**src/rtl/frame_step_ctrl_if.sv**
```systemverilog
// frame_step_ctrl_if
// Step handshake between frame_step_ctrl and the solver memory.
//   oStep        : one-cycle solver-advance pulse (controller -> solver)
//   oPending     : a step is owed but held back by busy (controller -> solver/status)
//   iSolver_busy : solver cannot accept a step (solver -> controller)
// Modports: master = controller side, slave = solver side.
interface frame_step_ctrl_if;
  logic oStep;
  logic oPending;
  logic iSolver_busy;

  modport master (output oStep, output oPending, input iSolver_busy);
  modport slave  (input oStep, input oPending, output iSolver_busy);
endinterface

```
**src/rtl/frame_step_ctrl.sv**
```systemverilog
// frame_step_ctrl
// Generates solver-advance pulses aligned to the VGA frame end. Supports
// free-run, key-armed single step, N-step burst and frame divider modes,
// with a debounced key, busy handshake with one-deep pending and drop count.
//
// Ports:
//   clk, reset          : pixel clock, synchronous active-high reset
//   iCoord_X/iCoord_Y   : current raster position
//   iMode               : 00 free-run, 01 single-step, 10 burst, 11 divide
//   iKey_n              : raw push-button, active-low, asynchronous
//   iBurst_N            : steps per burst, loaded on key press
//   iDiv                : divide mode, one step every iDiv frames
//   solver (master)     : oStep / oPending / iSolver_busy handshake
//   oRemaining          : burst steps left
//   oDrop_cnt           : saturating count of coalesced/dropped steps
//   oDbg_state          : debug code for the hex display (table below)
//   oStep_cnt           : issued-step counter
//
// Build option: define FRAME_STEP_COUNT_EN to enable oStep_cnt; otherwise
// it is tied to 0.
//
// oDbg_state | meaning
//   0        | idle (single-step not armed, or burst exhausted)
//   1        | single-step armed
//   2        | burst active
//   3        | step pending on busy solver
//   4        | free-run
//   5        | divide
module frame_step_ctrl #(
  parameter int COORD_W    = 10,
  parameter int END_X      = 638,
  parameter int END_Y      = 479,
  parameter int DEB_CYCLES = 250000,
  parameter int CNT_W      = 16
) (
  input  logic               clk,
  input  logic               reset,
  input  logic [COORD_W-1:0] iCoord_X,
  input  logic [COORD_W-1:0] iCoord_Y,
  input  logic [1:0]         iMode,
  input  logic               iKey_n,
  input  logic [CNT_W-1:0]   iBurst_N,
  input  logic [CNT_W-1:0]   iDiv,
  frame_step_ctrl_if.master  solver,
  output logic [CNT_W-1:0]   oRemaining,
  output logic [7:0]         oDrop_cnt,
  output logic [3:0]         oDbg_state,
  output logic [31:0]        oStep_cnt
);

  typedef enum logic [1:0] {
    MODE_FREE   = 2'b00,
    MODE_SINGLE = 2'b01,
    MODE_BURST  = 2'b10,
    MODE_DIV    = 2'b11
  } mode_e;

  localparam int DEB_W = (DEB_CYCLES > 1) ? $clog2(DEB_CYCLES) : 1;
  localparam logic [DEB_W-1:0] DEB_LOAD = DEB_W'(DEB_CYCLES - 1);

  mode_e              mode_q;
  logic               match, match_q, tick, mode_chg;
  logic               key_s1, key_s2, deb_level, press;
  logic [DEB_W-1:0]   deb_cnt;
  logic               armed, armed_d;
  logic [CNT_W-1:0]   rem_d, div_cnt, div_d;
  logic               qual, coalesce, drop_inc;
  logic [3:0]         dbg_d;

  assign match    = (iCoord_X == COORD_W'(END_X)) && (iCoord_Y == COORD_W'(END_Y));
  // Tick on the first matching cycle only, so a held coordinate gives one tick.
  assign tick     = match && !match_q;
  assign mode_chg = (iMode != mode_q);

  always_comb begin
    qual     = 1'b0;
    coalesce = 1'b0;
    armed_d  = armed;
    rem_d    = oRemaining;
    div_d    = div_cnt;
    unique case (mode_q)
      MODE_FREE: qual = tick;
      MODE_SINGLE: begin
        // A press arms for the next tick; a coincident tick does not qualify.
        if (press) begin
          coalesce = armed;
          armed_d  = 1'b1;
        end else if (tick) begin
          qual    = armed;
          armed_d = 1'b0;
        end
      end
      MODE_BURST: begin
        // Reload wins over a coincident tick.
        if (press) begin
          rem_d = iBurst_N;
        end else if (tick && (oRemaining != '0)) begin
          qual  = 1'b1;
          rem_d = oRemaining - 1'b1;
        end
      end
      MODE_DIV: begin
        if (tick) begin
          // >= keeps the divider bounded if iDiv shrinks mid-count.
          if ((iDiv <= CNT_W'(1)) || (div_cnt >= iDiv - 1'b1)) begin
            qual  = 1'b1;
            div_d = '0;
          end else begin
            div_d = div_cnt + 1'b1;
          end
        end
      end
    endcase
  end

  assign drop_inc = coalesce || (qual && solver.oPending);

  always_comb begin
    dbg_d = 4'd0;
    if (solver.oPending) dbg_d = 4'd3;
    else begin
      unique case (mode_q)
        MODE_FREE:   dbg_d = 4'd4;
        MODE_SINGLE: dbg_d = armed ? 4'd1 : 4'd0;
        MODE_BURST:  dbg_d = (oRemaining != '0) ? 4'd2 : 4'd0;
        MODE_DIV:    dbg_d = 4'd5;
      endcase
    end
  end

  always_ff @(posedge clk) begin
    if (reset) begin
      mode_q          <= mode_e'(iMode);
      match_q         <= 1'b0;
      key_s1          <= 1'b1;
      key_s2          <= 1'b1;
      deb_level       <= 1'b1;
      deb_cnt         <= DEB_LOAD;
      press           <= 1'b0;
      armed           <= 1'b0;
      oRemaining      <= '0;
      div_cnt         <= '0;
      solver.oStep    <= 1'b0;
      solver.oPending <= 1'b0;
      oDrop_cnt       <= '0;
      oDbg_state      <= '0;
    end else begin
      match_q    <= match;
      key_s1     <= iKey_n;
      key_s2     <= key_s1;
      oDbg_state <= dbg_d;

      // Debounce: down-counter restarts whenever the sample agrees with the
      // accepted level; terminal count accepts the new level.
      press <= 1'b0;
      if (key_s2 == deb_level) begin
        deb_cnt <= DEB_LOAD;
      end else if (deb_cnt == '0) begin
        deb_level <= key_s2;
        deb_cnt   <= DEB_LOAD;
        press     <= ~key_s2;
      end else begin
        deb_cnt <= deb_cnt - 1'b1;
      end

      solver.oStep <= 1'b0;
      if (mode_chg) begin
        mode_q          <= mode_e'(iMode);
        armed           <= 1'b0;
        oRemaining      <= '0;
        div_cnt         <= '0;
        solver.oPending <= 1'b0;
      end else begin
        armed      <= armed_d;
        oRemaining <= rem_d;
        div_cnt    <= div_d;
        // A step right after a step is deferred through pending, which keeps
        // oStep from ever being high on two consecutive cycles.
        if (solver.oPending) begin
          if (!solver.iSolver_busy && !solver.oStep) begin
            solver.oStep    <= 1'b1;
            solver.oPending <= 1'b0;
          end
        end else if (qual) begin
          if (solver.iSolver_busy || solver.oStep) solver.oPending <= 1'b1;
          else                                     solver.oStep    <= 1'b1;
        end
        if (drop_inc && (oDrop_cnt != 8'hFF)) oDrop_cnt <= oDrop_cnt + 8'd1;
      end
    end
  end

`ifdef FRAME_STEP_COUNT_EN
  always_ff @(posedge clk) begin
    if (reset)             oStep_cnt <= '0;
    else if (solver.oStep) oStep_cnt <= oStep_cnt + 32'd1;
  end
`else
  assign oStep_cnt = '0;
`endif

endmodule

```
**src/flat_wrapper.sv**
```systemverilog
// flat-port wrapper written by rule: the top's interface ports become plain ports
module frame_step_ctrl_flat 
#(
  parameter int COORD_W    = 10,
  parameter int END_X      = 638,
  parameter int END_Y      = 479,
  parameter int DEB_CYCLES = 250000,
  parameter int CNT_W      = 16
)
  (clk, reset, iCoord_X, iCoord_Y, iMode, iKey_n, iBurst_N, iDiv, oRemaining, oDrop_cnt, oDbg_state, oStep_cnt, solver_oStep, solver_oPending, solver_iSolver_busy);
  frame_step_ctrl_if solver_i ();
  input  logic clk;
  input  logic reset;
  input  logic [COORD_W-1:0] iCoord_X;
  input  logic [COORD_W-1:0] iCoord_Y;
  input  logic [1:0] iMode;
  input  logic iKey_n;
  input  logic [CNT_W-1:0] iBurst_N;
  input  logic [CNT_W-1:0] iDiv;
  output logic [CNT_W-1:0] oRemaining;
  output logic [7:0] oDrop_cnt;
  output logic [3:0] oDbg_state;
  output logic [31:0] oStep_cnt;
  output wire logic [$bits(solver_i.oStep)-1:0] solver_oStep;
  output wire logic [$bits(solver_i.oPending)-1:0] solver_oPending;
  input wire logic [$bits(solver_i.iSolver_busy)-1:0] solver_iSolver_busy;
  assign solver_oStep = solver_i.oStep;
  assign solver_oPending = solver_i.oPending;
  assign solver_i.iSolver_busy = solver_iSolver_busy;
  frame_step_ctrl #(.COORD_W(COORD_W), .END_X(END_X), .END_Y(END_Y), .DEB_CYCLES(DEB_CYCLES), .CNT_W(CNT_W)) u_core (.clk(clk), .reset(reset), .iCoord_X(iCoord_X), .iCoord_Y(iCoord_Y), .iMode(iMode), .iKey_n(iKey_n), .iBurst_N(iBurst_N), .iDiv(iDiv), .solver(solver_i), .oRemaining(oRemaining), .oDrop_cnt(oDrop_cnt), .oDbg_state(oDbg_state), .oStep_cnt(oStep_cnt));
endmodule
```
**config.mk**
```make
export PLATFORM = sky130hd
export DESIGN_NAME = frame_step_ctrl_flat
export DESIGN_NICKNAME = d
export VERILOG_FILES = /design/src/rtl/frame_step_ctrl_if.sv /design/src/rtl/frame_step_ctrl.sv /design/src/flat_wrapper.sv
export SDC_FILE = /design/constraint.sdc
export NUM_CORES = 1
export LEC_CHECK = 0
export ABC_AREA = 1
export CAP_MARGIN = 10
export CORE_MARGIN = 2
export CORE_UTILIZATION = 51
export CTS_BUF_LIST = sky130_fd_sc_hd__clkbuf_4 sky130_fd_sc_hd__clkbuf_8
export CTS_CLUSTER_DIAMETER = 30
export DETAILED_ROUTE_END_ITERATION = 7
export PLACE_DENSITY = 0.91
export SETUP_SLACK_MARGIN = 0.5
export SYNTH_ARGS = -nofsm -noshare
export SYNTH_HDL_FRONTEND = slang
export SYNTH_SLANG_ARGS = --single-unit
```
**constraint.sdc**
```tcl
create_clock -name clk -period 3.25 [get_ports clk]
set_input_delay 0.325 -clock clk [delete_from_list [all_inputs] [get_ports clk]]
set_output_delay 0.325 -clock clk [all_outputs]
set_load 0.02 [all_outputs]
```
* Word-level counts from Yosys, hierarchy flattened *
Index checks and enable logic that the tools add are counted.

operators by class
  $add $sub $neg = 5
  $lt $le $gt $ge = 2
  equality and inequality tests = 8
  multiplexer cells = 28
  bitwise gates (word level) = 4
  reduce and logical (&&, ||, !) cells = 27

operator list
  cell                                                                               count
  16-bit two-way mux                                                                 3
  16-bit by 1-bit subtractor with 16-bit output, second input constant               2
  1-bit two-way mux                                                                  19
  18-bit logical NOT                                                                 1
  18-bit by 1-bit subtractor with 18-bit output, second input constant               1
  16-bit by 1-bit adder with 16-bit output, second input constant                    1
  16-bit >= comparator                                                               1
  16-bit by 1-bit less-or-equal comparator with 1-bit output, second input constant  1
  4-bit one-hot mux with 4 select lines                                              1
  16-bit nonzero test                                                                1
  10-bit == test, second input constant                                              1
  10-bit by 9-bit == test with 1-bit output, second input constant                   1
  2-bit AND reduction                                                                5
  8-bit by 1-bit adder with 8-bit output, second input constant                      1
  2-bit two-way mux                                                                  4
  8-bit inequality test, second input constant                                       1
  1-bit logical AND                                                                  6
  2-bit nonzero test                                                                 3
  3-bit OR reduction                                                                 2
  2-bit == test, second input constant                                               2
  1-bit NOT                                                                          4
  1-bit one-hot mux with 4 select lines                                              1
  2-bit OR reduction                                                                 2
  1-bit logical NOT                                                                  3
  5 further kinds                                                                    7

word-level totals
  register bits = 72
  input bits = 58
  word-level logic and storage cells = 89

* Longest topological paths before layout *
Gate-level depths: netlist of run 1.

  depth after elaboration = 11
  depth in mapped cells = 24
  gate-level depth less buffers = 24

* Least setup slack after synthesis of run 1 *
No wires, ideal clock.

  path kind = in2reg
  from = in iDiv[2]
  to = reg u_core.oDrop_cnt[5]
  setup time = 0.132 ns
  data arrival time = 2.853 ns
  slack = 0.264 ns
  stages = 24
  path buffers = 0
  path through = nor2_1 nand2_1 nor4_4 nand2_1 or3_1 nor3_2 xor2_1 inv_1 ha_1 nand2_1 nor2_1 o21ai_0 nand3_1 nor2_1 nand2_1 nand2_1 nand2_1 nand2_1 nand2_1 nand2_1 nand2_4 nand2_4 nand2_1 a21oi_1

on the way
  cells in the longest elaborated chain, start to end = 10
  elaborated cells between the ends (all ways) = 11
  those cells by class = 1 x add/sub; 2 x order compare; 3 x mux; 5 x reduce/logical

ends and longest elaborated chain
  what                                           RTL line                text
  from (decl)                                    flat_wrapper.sv:19      input logic [CNT_W-1:0] iDiv;
  16-bit by 1-bit subtractor with 16-bit output  frame_step_ctrl.sv:105  if ((iDiv <= CNT_W'(1)) || (div_cnt >= iDiv - 1'b1)) begin
  16-bit >= comparator                           frame_step_ctrl.sv:105
  1-bit logical OR (*)                           frame_step_ctrl.sv:105
  1-bit two-way mux (*)                          frame_step_ctrl.sv:105
  1-bit two-way mux (*)                          frame_step_ctrl.sv:103  if (tick) begin
  1-bit one-hot mux with 4 select lines (*)      frame_step_ctrl.sv:81   unique case (mode_q)
  1-bit logical AND (*)                          frame_step_ctrl.sv:116  assign drop_inc = coalesce || (qual && solver.oPending);
  1-bit logical OR (*)                           frame_step_ctrl.sv:116
  1-bit logical AND (*)                          frame_step_ctrl.sv:188  if (drop_inc && (oDrop_cnt != 8'hFF)) oDrop_cnt <= oDrop_cnt + 8'd1;
  2-bit AND reduction (no line) (*)              n/a
  to (signal assigned)                           frame_step_ctrl.sv:188
  to (decl)                                      frame_step_ctrl.sv:46   output logic [7:0] oDrop_cnt,

Every way passes the cells marked *; elsewhere a longest branch is shown, timed or not.
A chain may end at the register's enable or synchronous reset.

* Final worst setup path of run 1 *
  from = in iDiv[2]
  to = reg u_core.oDrop_cnt[0]

Same word-level chain as after synthesis.

==> results of run 1 <==
critical path: stages:
cell and delay [ns]:
buf_6 0.10, nor2_4 0.11, nand2_2 0.08, nor4_4 0.29, nand2_1 0.12, or3_4 0.35
nor3_2 0.14, xor2_1 0.19, inv_1 0.09, ha_4 0.26, nand2_4 0.08, o21bai_1 0.13
nand3_1 0.11, nor2_1 0.15, nand2_2 0.10, nand2_2 0.08, nand2_2 0.05, nand2_2 0.06
nand2_2 0.06, nand2_4 0.10, nand2_8 0.08, nand2_8 0.13, nand2_2 0.08, a21oi_2 0.12
routing by layer:
metal	share of wire	up-vias	GRT usage	wire length [µm]
met4	0.027	0	0.1096	336
li1	-	2303	-	-
met3	0.052	40	0.03865	654
met5	0	-	0	0
met2	0.52	181	0.4485	6541
met1	0.40	2196	0.2714	4931
power breakdown:
| group | internal (mW) | switching, mW | leakage [nW] |
|---|---|---|---|
| sequential | 0.880 | 0.00526 | 0.578 |
| clock | 0.462 | 0.334 | 0.113 |
| combinational | 0.113 | 0.138 | 1.89 |
| total | 1.45 | 0.477 | 2.58 |
cell usage in the layout (no fill, tap or decap), types with 2 or more instances in the layout:
master and count:
buf_6 5, nor4_1 6, o21ai_0 35, nor2_1 79
nand4_2 3, inv_2 2, nor2_2 6, nor4_4 2
inv_1 80, edfxtp_1 2, a21oi_1 32, o21ai_1 2
xor2_2 2, nand2_4 4, nand2_1 108, dfxtp_1 69
nor2_4 7, ha_1 25, clkbuf_8 10, conb_1 33
clkdlybuf4s50_1 79, nand2_2 18, buf_4 24, nor3_1 8
nand2_8 2, a31oi_1 6, nand3_1 29, bufinv_16 2
nand4_1 9, a21oi_2 11, o21bai_1 3, or2_2 6
nand3_2 5, xor2_1 21, xnor2_1 15, a211oi_1 4
nor3_2 4
state kept, by name, indices dropped and copies added, names as in the netlist:
register	cells
u_core.solver.oStep	1
u_core.armed	1
u_core.div_cnt	16
u_core.press	1
u_core.oDbg_state	3
u_core.oDrop_cnt	8
u_core.key_s1	1
u_core.oRemaining	16
u_core.key_s2	1
u_core.deb_cnt	18
u_core.deb_level	1
u_core.mode_q	2
u_core.match_q	1
u_core.solver.oPending	1
kinds of logic after synthesis:
group	Yosys count	share of synthesized area
buffers and inverters	126	0.1310
other	1	0.0008078
xor gates and xnor gates	38	0.07170
adders and majority gates	26	0.07008
and+or+nand+nor	303	0.3022
AOI/OAI and AO/OA	97	0.1137
DFF	71	0.3105
cell type report:
cell class | instances | area (µm²)
Multi-Input combinational cell | 498 | 2950
Fill cell | 671 | 2640
Sequential cell | 71 | 1441
Timing Repair Buffer | 112 | 1062
Inverter | 82 | 307.8
Clock buffer | 11 | 145.1
Tap cell | 108 | 135.1
Clock inverter | 5 | 81.33
timing repair:
action                     in CTS  in global routing
gates resized for setup        44                 38
setup endpoints to repair      26                 32
buffers inserted                2                  0
gates cloned                    1                  0
pin swaps                      23                 23
worst paths after layout:
check	startpoint	to	slack, ns
min	u_core.key_s1	u_core.key_s2	0.41
max reg2reg	u_core.oRemaining[0]	u_core.oRemaining[3]	0.91
min reg2reg	u_core.key_s1	u_core.key_s2	0.41
max	iDiv[2]	u_core.oDrop_cnt[0]	0.14
==> flow_metrics.tcl, run 1 <==
set metrics [dict create \
    status "finished clean" \
    synth_flop_cell "dfxtp_1" \
    globalRoute.totalOverflow 0 \
    dp_slack_ns -0.5085 \
    cellLeakagePower_nw 2.577 \
    fin_crit_sh 0.9568 \
    worstSkewPairLatency_ns 0.35 \
    power.ir.vdd_worst_v 0.0002690 \
    postLayoutCoreUtil 0.6987 \
    die-area_um2 9881 \
    final.hold.worst_slack_ns 0.4121 \
    cts-htree-levels 3 \
    cts_max_path_buffers 2 \
    core_area_um2 8763 \
    timing_limited_maximum_frequency_mhz 321.6 \
    design_area_um2 6123 \
    finish.net_count 858 \
    syn_area_cell_um2 7.012 \
    fin_tns_setup_ns 0 \
    startpoint_type "primary input" \
    first_global_vias 4642 \
    netlist.area_leader.share 0.2976 \
    cts_buffers 9 \
    max-cap-violations 0 \
    setup_repair_after_global_routing_missed_its_margin "yes" \
    antenna_cells 0 \
    synth_most_common_cell "nand2_1" \
    fp.dieW_um 99.41 \
    die-height_um 99.41 \
    postSynthRegisterBits 71 \
    row_count 34 \
    dr.pass1.iters 5 \
    vias_per_cell 5.321 \
    synth_top_area_cell "dfxtp_1" \
    netlist_area_um2 4642 \
    maximum_number_of_pins_on_one_net_before_global_route_repair 19 \
    grt_usage 0.2424 \
    netlist_top_cells_area "dfxtp_1, nand2_1, ha_1" \
    post_cts_hold_buffer_count 0 \
    synth_edf_count 2 \
    synth-seq-area-share 0.3105 \
    cts.sinks 71 \
    design_power_mw 1.931 \
    clock_tree.root_cell "clkbuf_8" \
    finalHoldViolations 0 \
    timing.critical_path.required_ns 3.53 \
    globalplace.congestion 0.8705 \
    worst_ep_arrival_ns 3.39 \
    num_vias 4720 \
    period_minus_slack_ns 3.110 \
    final_layout_size_suffix_gt1_frac 0.1592 \
    worst-slew-pin-transition_ns 1.111 \
    io-pin-count 120 \
    power_density_nw_per_um2 315.3 \
    type_of_the_worst_setup_path "primary input to flop" \
    synthesis.yosys.warnings 0 \
    port_buffers 86 \
    wire_length_of_the_first_global_routing_pass_um 19840 \
    wirelength_um 12460 \
    worstHoldPathCells 1 \
    synth_top_cells_by_count "nand2_1, nor2_1, inv_1" \
    worst-r2r-cell-count 12 \
    area_delta_synth_final_pct 31.91 \
    tritoncts "built" \
    routed_wire_length_per_instance_um 14.05 \
    hold_path.class "flop to flop" \
    final_critical_path_setup_slack_ns 0.1404 \
    detailed_place.area_um2 5663 \
    timing.final.setup_violations 0 \
    netlist_instances 662 \
    drt_first_iter_violations 274 \
    postRouteAntennaNets 0 \
    number_of_max_slew_violations_in_the_final_report 0 \
    fin_cells 887 \
    asyncSetResetFlopFracSynth 0 \
    drc 0 \
    numPlacedInstances 868 \
    timing.critical_path.to_type "flop" \
    dp.final_hpwl_um 8833 \
    worstPathMaxFanout 8 \
    synth.lib_cells_used.distinct 42 \
    worst_clock_skew_ns 0.006171 \
    antenna_found_initial 0 \
    slew-limit-headroom 0.2559 \
    initial_utilization 0.5297 \
    cts.reportedPaths.clkPinSlew_ns 0.07 \
]
Note: power is estimated with default switching activity, not from simulation.
==> inputs of run 2 (changes only) <==
--- a/config.mk
+++ b/config.mk
@@ -6,12 +6,13 @@
 export NUM_CORES = 1
 export LEC_CHECK = 0
 export ABC_AREA = 1
-export CAP_MARGIN = 10
+export CAP_MARGIN = 20
 export CORE_MARGIN = 2
 export CORE_UTILIZATION = 51
 export CTS_BUF_LIST = sky130_fd_sc_hd__clkbuf_4 sky130_fd_sc_hd__clkbuf_8
-export CTS_CLUSTER_DIAMETER = 30
+export CTS_CLUSTER_DIAMETER = 80
 export DETAILED_ROUTE_END_ITERATION = 7
+export MAX_ROUTING_LAYER = met4
 export PLACE_DENSITY = 0.91
 export SETUP_SLACK_MARGIN = 0.5
 export SYNTH_ARGS = -nofsm -noshare
==> run 2 against run 1 <==
  * Maximum frequency up 5.3%
  * Setup slack gained 0.16 ns
  * Routed wire length is 5.3% higher
  * Flip-flop and latch count stayed put
  * Highest routed layer unchanged
  * Clock skew grew 0.0040 ns
  * First-iteration DRC count is 2.2% higher
  * Design area grew 2.9%
  * Die area did not move
  * Combinational power up 5%
  * Clock power grew 12%
  * Sequential share of layout area down 0.65 points
==> flow_metrics.tcl, run 2 (synthesis results as in run 1) <==
set metrics [dict create \
    status "finished clean" \
    r2r_slack_ns 0.76 \
    finalHoldViolations 0 \
    registers.top_by_ff_count "u_core.deb_cnt" \
    r2r-end "u_core.oRemaining[10]" \
    wl_met3_um 663 \
    worstHoldPathCells 1 \
    core_area_um2 8763 \
    wire_length_of_the_first_global_routing_pass_um 20270 \
    postRouteAntennaNets 0 \
    area_delta_synth_final_pct 35.69 \
    dr.pass1.iters 5 \
    numPlacedInstances 870 \
    postLayoutCoreUtil 0.7187 \
    met2RoutedLength_um 6994 \
    dp_slack_ns -0.5201 \
    power.share.clock 0.437 \
    first_global_vias 4686 \
    drt_first_iter_violations 280 \
    startpoint_type "primary input" \
    row_count 34 \
    swShare 0.2449 \
    maximum_number_of_pins_on_one_net_before_global_route_repair 24 \
    timing.critical_path.required_ns 3.54 \
    type_of_the_worst_setup_path "primary input to flop" \
    layout_common_cells "nand2_1, nor2_1, inv_1" \
    terminating_pin_of_the_worst_hold_path "u_core.deb_cnt[0]" \
    slew-limit-headroom 0.2823 \
    die-height_um 99.41 \
    cts_max_path_buffers 2 \
    die-area_um2 9881 \
    globalplace.congestion 0.8798 \
    reg.largest.list "u_core.deb_cnt: 18 flops, u_core.div_cnt: 16 flops, u_core.oRemaining: 16 flops" \
    post_cts_hold_buffer_count 0 \
    hold_path.class "flop to flop" \
    final_critical_path_setup_slack_ns 0.2956 \
    finish.net_count 869 \
    wirelength_met1_um 5072 \
    power_density_nw_per_um2 323.5 \
    fin_crit_sh 0.9090 \
    routed_wire_length_per_instance_um 14.61 \
    power_frac_seq 0.434 \
    period_minus_slack_ns 2.954 \
    critical-path-top-cell-by-count "nand2_2" \
    fin_cells 898 \
    worstSkewPairLatency_ns 0.36 \
    drc 0 \
    tritoncts "built" \
    cts_buffers 9 \
    fillers 615 \
    globalRoute.totalOverflow 0 \
    worst-r2r-cell-count 12 \
    cts-htree-levels 3 \
    timing_limited_maximum_frequency_mhz 338.5 \
    fp.dieW_um 99.41 \
    clock_tree.root_cell "clkbuf_8" \
    final_layout_size_suffix_gt1_frac 0.1861 \
    num_vias 4847 \
    highest_layer "met4" \
    r2r_start "u_core.oRemaining[0]" \
    setup_repair_after_global_routing_missed_its_margin "yes" \
    max-cap-violations 0 \
    dp.final_hpwl_um 9126 \
    crit_slowest_cell "ha_1" \
    worst_clock_skew_ns 0.01014 \
    vias_per_cell 5.398 \
    cts.sinks 71 \
    port_buffers 86 \
    wirelength_um 13120 \
    timing.critical_path.to_type "flop" \
    io-pin-count 120 \
    worst-slew-pin-transition_ns 1.072 \
    final.hold.worst_slack_ns 0.4109 \
    worstHoldStart "u_core.deb_cnt[0]" \
    cts.reportedPaths.clkPinSlew_ns 0.07 \
    worstPathMaxFanout 8 \
    cell_internal_pwr_mw 1.538 \
    largest_reg_flops 18 \
    worst_ep_arrival_ns 3.24 \
    timing.final.setup_violations 0 \
    antenna_found_initial 0 \
    layout.cells.most_common "nand2_1" \
    critPathMaxStageDelay_ns 0.34 \
    antenna_cells 0 \
    power.ir.vdd_worst_v 0.0002478 \
    grt_usage 0.2578 \
    cellLeakagePower_nw 2.690 \
    total_switching_power_mw 0.4991 \
    initial_utilization 0.5297 \
    pwr-share-comb 0.129 \
    number_of_max_slew_violations_in_the_final_report 0 \
]
run 2: cell count changes in the layout (fill, tap and decap cells not counted), moves of 3 or more:
cell and delta:
nor2_2 +3, buf_6 +4, nor2_1 -3, inv_1 -4
dlymetal6s2s_1 +5, buf_4 +8, clkdlybuf4s50_1 -5, clkbuf_2 +3
inv_4 +3
run 2: worst max-delay path by stage:
stage / from / endpoint / slack, ns / cells after the start
final: iDiv[2] / u_core.oDrop_cnt[6] / 0.30 / 27
after global routing: iDiv[2] / u_core.oDrop_cnt[5] / 0.15 / 27
after CTS: iDiv[3] / u_core.oDrop_cnt[6] / 0.18 / 25
after detailed placement: iDiv[5] / u_core.oDrop_cnt[6] / -0.52 / 25
after global placement: iDiv[2] / u_core.oDrop_cnt[2] / -0.32 / 25
after floorplan: iDiv[2] / u_core.oDrop_cnt[5] / 0.36 / 24
run 2: what timing repair did:
item,CTS,global route
cloned,1,0
pin swaps,23,43
setup endpoints to repair,26,32
buffers inserted,7,4
resized for setup,48,62
hold endpoints to repair,0,0
run 2: routing by layer:
metal  track usage  up-vias
li1              -     2324
met1        0.2781     2282
met2        0.4506      199
met3       0.05271       42
met4        0.1254        0
met5             -        -
run 2: worst max-delay path: cells and delay by family:
| family | cells | cell delay [ns] |
|---|---|---|
| fa+ha+maj | 1 | 0.34 |
| buf+inv | 4 | 0.52 |
| simple gates | 19 | 1.70 |
| xor+xnor | 1 | 0.15 |
| compound gates | 2 | 0.20 |
run 2: stage by stage:
stage	instance area (µm²)	power, mW	setup TNS, ns
after floorplan	4787	1.046	0
after global placement	5678	1.133	-4.123
after detailed placement	5678	1.141	-8.354
after CTS	6078	2.014	0
after global routing	6299	2.093	0
final	6299	2.038	0
run 2: area by class of cell:
type / count / area [µm²] / share of cell area
clock buffers: 11 / 145.1 / 0.02304
multi-input cells: 498 / 3000 / 0.4764
repair buffers: 123 / 1160 / 0.1841
clock inverters: 5 / 103.9 / 0.01649
flip-flops and latches: 71 / 1441 / 0.2288
well taps: 108 / 135.1 / 0.02145
inverters: 82 / 312.8 / 0.04966
run 2: power groups by stage:
stage                     registers [mW]  clock network (mW)  logic [mW]
after floorplan                    0.906                   0       0.140
after global placement             0.904                   0       0.229
after detailed placement           0.905                   0       0.237
after CTS                          0.884               0.884       0.246
after global routing               0.885               0.925       0.283
final                              0.884               0.890       0.263
==> inputs of run 3 (changes only) <==
--- a/config.mk
+++ b/config.mk
@@ -6,7 +6,7 @@
 export NUM_CORES = 1
 export LEC_CHECK = 0
 export ABC_AREA = 1
-export CAP_MARGIN = 20
+export CAP_MARGIN = 10
 export CORE_MARGIN = 2
 export CORE_UTILIZATION = 51
 export CTS_BUF_LIST = sky130_fd_sc_hd__clkbuf_4 sky130_fd_sc_hd__clkbuf_8
==> results of run 3 <==
Same layout as run 2: the final DEF is identical, and so are final timing and power.
